### config.mk
export PLATFORM = sky130hd
export DESIGN_NAME = mul_div_unit
export DESIGN_NICKNAME = d
export VERILOG_FILES = /design/src/rtl/mul_div_unit.sv
export SDC_FILE = /design/constraint.sdc
export NUM_CORES = 1
export LEC_CHECK = 0
export CORE_MARGIN = 4
export CORE_UTILIZATION = 45
export CTS_CLUSTER_DIAMETER = 200
export DETAILED_ROUTE_END_ITERATION = 10
export GPL_ROUTABILITY_DRIVEN = 0
export PLACE_DENSITY = 0.64
export SKIP_CTS_REPAIR_TIMING = 1
export SLEW_MARGIN = 20
export SYNTH_ARGS = -nofsm -noshare
export SYNTH_HDL_FRONTEND = slang
export SYNTH_SLANG_ARGS = --single-unit
### constraint.sdc
create_clock -name clk -period 7.02 [get_ports clk]
set_input_delay 0.702 -clock clk [delete_from_list [all_inputs] [get_ports clk]]
set_output_delay 0.702 -clock clk [all_outputs]
set_load 0.1 [all_outputs]
### src/rtl/mul_div_unit.sv
// Iterative 32x32 multiply / 32/32 divide unit holding the HI/LO registers.
// One shift-add or restoring shift-subtract step per cycle on operand magnitudes
// for 32 cycles, then a single fix-up cycle that applies signs and writes HI/LO.
module mul_div_unit (
  input  logic        clk,
  input  logic        rst_n,
  input  logic        start,
  input  logic [1:0]  md_op,
  input  logic [31:0] src_a,
  input  logic [31:0] src_b,
  input  logic        hi_we,
  input  logic        lo_we,
  input  logic [31:0] wdata,
  input  logic        flush,
  output logic        busy,
  output logic        done,
  output logic [31:0] hi,
  output logic [31:0] lo
);

  typedef enum logic [1:0] {StIdle, StCalc, StFix} state_e;

  state_e      state_q, state_d;
  logic [5:0]  cnt_q, cnt_d;
  logic [1:0]  op_q, op_d;
  logic [31:0] a_q, a_d;          // raw dividend, needed for the zero-divisor HI value
  logic [31:0] d_q, d_d;          // multiplicand / divisor magnitude
  logic [63:0] p_q, p_d;          // {acc/remainder, multiplier/quotient}
  logic        neg_a_q, neg_a_d;
  logic        neg_b_q, neg_b_d;
  logic [31:0] hi_q, hi_d;
  logic [31:0] lo_q, lo_d;

  logic        accept;
  logic        in_signed;
  logic [31:0] mag_a, mag_b;
  logic [32:0] mul_sum;
  logic [63:0] mul_next;
  logic [32:0] div_shift;
  logic [33:0] div_trial;
  logic [63:0] div_next;
  logic        op_signed, op_is_div;
  logic [63:0] prod_res;
  logic [31:0] quo_res, rem_res;

  assign busy = (state_q != StIdle);
  assign done = (state_q == StFix) && !flush;
  assign hi   = hi_q;
  assign lo   = lo_q;

  // Operand capture and per-step datapath
  always_comb begin
    accept    = (state_q == StIdle) && start && !flush;
    in_signed = ~md_op[0];
    mag_a     = (in_signed && src_a[31]) ? (~src_a + 32'd1) : src_a;
    mag_b     = (in_signed && src_b[31]) ? (~src_b + 32'd1) : src_b;

    // Shift-add: add multiplicand to upper half when multiplier LSB set, shift right
    mul_sum   = {1'b0, p_q[63:32]} + (p_q[0] ? {1'b0, d_q} : 33'd0);
    mul_next  = {mul_sum, p_q[31:1]};

    // Restoring division: shift next dividend bit into remainder, try subtract
    div_shift = {p_q[63:32], p_q[31]};
    div_trial = {1'b0, div_shift} - {2'b00, d_q};
    if (!div_trial[33]) begin
      div_next = {div_trial[31:0], p_q[30:0], 1'b1};
    end else begin
      div_next = {div_shift[31:0], p_q[30:0], 1'b0};
    end

    // Sign correction applied in the fix-up cycle
    op_signed = ~op_q[0];
    op_is_div = op_q[1];
    prod_res  = (op_signed && (neg_a_q ^ neg_b_q)) ? (~p_q + 64'd1) : p_q;
    quo_res   = (op_signed && (neg_a_q ^ neg_b_q)) ? (~p_q[31:0] + 32'd1) : p_q[31:0];
    rem_res   = (op_signed && neg_a_q) ? (~p_q[63:32] + 32'd1) : p_q[63:32];
  end

  // Next-state: FSM, iteration counter, operand latches and HI/LO
  always_comb begin
    state_d = state_q;
    cnt_d   = cnt_q;
    op_d    = op_q;
    a_d     = a_q;
    d_d     = d_q;
    p_d     = p_q;
    neg_a_d = neg_a_q;
    neg_b_d = neg_b_q;
    hi_d    = hi_q;
    lo_d    = lo_q;

    unique case (state_q)
      StIdle: begin
        if (hi_we) hi_d = wdata;
        if (lo_we) lo_d = wdata;
        if (accept) begin
          state_d = StCalc;
          cnt_d   = 6'd0;
          op_d    = md_op;
          a_d     = src_a;
          d_d     = mag_b;
          p_d     = {32'd0, mag_a};
          neg_a_d = src_a[31];
          neg_b_d = src_b[31];
        end
      end
      StCalc: begin
        if (flush) begin
          state_d = StIdle;
          cnt_d   = 6'd0;
        end else begin
          p_d   = op_is_div ? div_next : mul_next;
          cnt_d = cnt_q + 6'd1;
          if (cnt_q == 6'd31) state_d = StFix;
        end
      end
      StFix: begin
        state_d = StIdle;
        cnt_d   = 6'd0;
        if (!flush) begin
          if (!op_is_div) begin
            hi_d = prod_res[63:32];
            lo_d = prod_res[31:0];
          end else if (d_q == 32'd0) begin
            hi_d = a_q;
            lo_d = 32'hFFFF_FFFF;
          end else begin
            hi_d = rem_res;
            lo_d = quo_res;
          end
        end
      end
      default: state_d = StIdle;
    endcase
  end

  // State registers with asynchronous active-low reset
  always_ff @(posedge clk or negedge rst_n) begin
    if (!rst_n) begin
      state_q <= StIdle;
      cnt_q   <= 6'd0;
      op_q    <= 2'd0;
      a_q     <= 32'd0;
      d_q     <= 32'd0;
      p_q     <= 64'd0;
      neg_a_q <= 1'b0;
      neg_b_q <= 1'b0;
      hi_q    <= 32'd0;
      lo_q    <= 32'd0;
    end else begin
      state_q <= state_d;
      cnt_q   <= cnt_d;
      op_q    <= op_d;
      a_q     <= a_d;
      d_q     <= d_d;
      p_q     <= p_d;
      neg_a_q <= neg_a_d;
      neg_b_q <= neg_b_d;
      hi_q    <= hi_d;
      lo_q    <= lo_d;
    end
  end

endmodule

==> impl_metrics.tcl <==
set metrics [dict create \
    crit_buf_inv 4 \
    dpl.hpwl_microns 45500 \
    status "finished, final reports clean" \
    numCtsBuffers 25 \
    vias_per_cell 6.17 \
    power_density_nw_per_um2 407 \
    hold_path_class "in2async" \
    worst_pin_slew_ns 1.06 \
    drt-pass1-iter-count 6 \
    synth-edff-count 0 \
    drt_iter0_drc 1735 \
    htreeDepth 1 \
    drtAntennaViolNets 0 \
    crit_chain "clkdlybuf4s50_1 -> nand2b_1 -> a21oi_2 -> buf_4 -> nand2_1 -> inv_2 -> clkdlybuf4s50_1" \
    grtUsageTotal_pct 28.8 \
    slew_headroom_pct 28.9 \
    critical_path_arrival_ns 3.82 \
    die_h_microns 201 \
    initial_core_util_pct 45.6 \
    drc 0 \
    syn_nets 2372 \
    clkSlewWorstSetupHoldPaths_ns 0.06 \
    synth.yosys.seq_area_share_pct 30.5 \
    fp.dieW_microns 201 \
    nets 2446 \
    fillCellCount 3520 \
    crit_type "in2out" \
    wl_per_cell_microns 21.9 \
    cts_tree "done" \
    finalMaxSlewViolations 0 \
    coreArea_sq_um 36600 \
    tns_ns 0 \
    netlist_instances 2197 \
    grt_max_degree 103 \
    startpoint_type "input port" \
    grt_pass1_vias 16100 \
    fin_crit_sh_pct 64.5 \
    async_reset_ff_share_pct 100 \
    cap_violations 0 \
    wl_microns 60400 \
    clockBufferDepth 3 \
    cp_slowest_cell "clkdlybuf4s50_1" \
    cellLeakagePower_uw 0.00846 \
    die-area_sq_um 40200 \
    slowest_delay_ns 1.18 \
    critPathMostFrequentCell "clkdlybuf4s50_1" \
    clk_latency_ns 0.55 \
    ir_worst_vdd_mv 0.175 \
    syn_area_per_cell_sq_um 7.59 \
    antenna_found_initial 0 \
    achievable-frequency_mhz 221 \
    synth_ff_type "dfrtp_1" \
    grt_pass1_wl_microns 93900 \
    ys_seq_elements 203 \
    instances_no_fill 2758 \
    area_growth_pct 16.7 \
    reg2regPathDepth 13 \
    synth_warnings 0 \
    synth_area_sq_um 16700 \
    numPlacedInstances 2712 \
    numClockSinks 203 \
    rsz0062_at_grt "false" \
    crit_cells 7 \
    setup_viol_count_final 0 \
    fin_worst_skew_ns 0.0132 \
    cp_max_fo 31 \
    vias 17000 \
    crit_path_end_kind "output pin" \
    gr-total-overflow 0 \
    root_buffer "clkbuf_16" \
    portBuffers 169 \
    final_hold_viol_count 0 \
    whs_ns 0.166 \
    fin_crit_ns 4.53 \
    final_layout_size_suffix_gt1_share_pct 4.72 \
    final_cell_mix "nand2_1 (355), o21ai_0 (265), dfrtp_1 (202)" \
    num_io_pins 170 \
    rows 70 \
    synthDistinctLibCells 88 \
    final_common_cell "nand2_1" \
    crit_required_ns 6.32 \
    crit_family "buffers and inverters" \
    diodes 0 \
]
-- sequential cells by signal, indices dropped and copies added, names as in the netlist --
signal   count
state_q      2
lo          32
a_q         32
d_q         32
hi          32
neg_b_q      1
op_q         2
cnt_q        6
p_q         64
-- worst reg2reg max path, cell delays in order, from the launching register on --
cell and delay (ns):
dfrtp_1 0.44, inv_1 0.60, buf_4 0.33, nor2_1 0.09, ha_1 0.38, o211ai_1 0.12
o21ai_0 0.32, o21ai_0 0.22, a22oi_1 0.46, o221a_2 0.33, o21ai_1 0.11, a21oi_1 0.26
nand3_1 0.12, a32o_1 0.27
-- cells by family (layout without fill, tap and decap cells) --
group	count (synthesis)	in the layout	synth area share (%)
AOI/OAI and AO/OA	684	684	24.6
xor gates and xnor gates	190	190	9.98
adders and majority gates	71	71	5.42
buffers and inverters	203	296	4.67
DFF	203	203	30.5
muxes	42	42	2.53
and+or+nand+nor	804	804	22.3
-- power by group --
group	switching (uW)	internal, uW
clock network	547	826
logic	2840	1650
registers	613	1440
-- path summary, 6_finish.rpt --
kind                              from      end  slack, ns
worst max register to register  p_q[0]  p_q[62]       2.84
min in group clk                 hi[4]    hi[4]       0.48
max in group asynchronous        rst_n  op_q[1]       5.35
worst min-delay path             rst_n   lo[14]       0.17
worst max-delay path             flush     done       2.49
worst min register to register   hi[4]    hi[4]       0.48
-- cells in the mapped netlist (all sizes together) (5+ instances only) --
library cell / number / share of area, %
nand2: 355 / 8.0
o21ai: 273 / 8.2
dfrtp: 203 / 30
nor2: 181 / 4.1
a21oi: 170 / 5.1
clkbuf: 131 / 3.0
xnor2: 98 / 5.1
xor2: 92 / 4.8
ha: 69 / 5.2
inv: 58 / 1.3
nand3: 53 / 1.7
mux2i: 41 / 2.5
nor4: 34 / 1.4
a21o: 31 / 1.4
nor3: 31 / 1.1
or3: 26 / 1.0
a31oi: 25 / 0.94
and3: 25 / 0.95
nand2b: 24 / 0.90
o211ai: 24 / 1.1
o22ai: 24 / 0.90
o31ai: 20 / 0.90
nand4: 19 / 0.79
a22oi: 17 / 0.77
a211oi: 16 / 0.75
nor2b: 15 / 0.56
buf: 13 / 0.39
and2: 12 / 0.45
a221oi: 11 / 0.62
o41ai: 11 / 0.67
o21a: 9 / 0.41
a211o: 8 / 0.42
o221ai: 6 / 0.32
or2: 6 / 0.23
or4: 6 / 0.34
nor3b: 5 / 0.26
-- metrics by stage --
stage	setup slack, ns	util (%)	cell area [sq um]	total power, uW
floorplan	3.98	-	16700	5140
CTS	2.55	53.2	19500	7820
global placement	2.62	50.8	18600	6360
global route	2.39	53.2	19500	8390
detailed placement	2.55	50.8	18600	6430
finish	2.49	53.2	19500	7910
-- cell type report --
cell class / instances / area (sq um) / share of cell area, %
clock buffers: 33 / 676 / 3.47
clock inverters: 13 / 183 / 0.938
inverters: 59 / 221 / 1.14
multi-input cells: 1791 / 10900 / 55.8
flip-flops and latches: 203 / 5080 / 26.1
well taps: 468 / 586 / 3.01
repair buffers: 191 / 1860 / 9.56
-- per-layer routing --
metal	vias to the layer above	wire length [microns]	global-route usage (%)
met4	0	1540	7.15
li1	7967	-	-
met5	-	0	0
met2	834	26300	44.0
met3	112	5960	6.70
met1	8115	26600	41.3
Power figures use the tool's default switching activity.
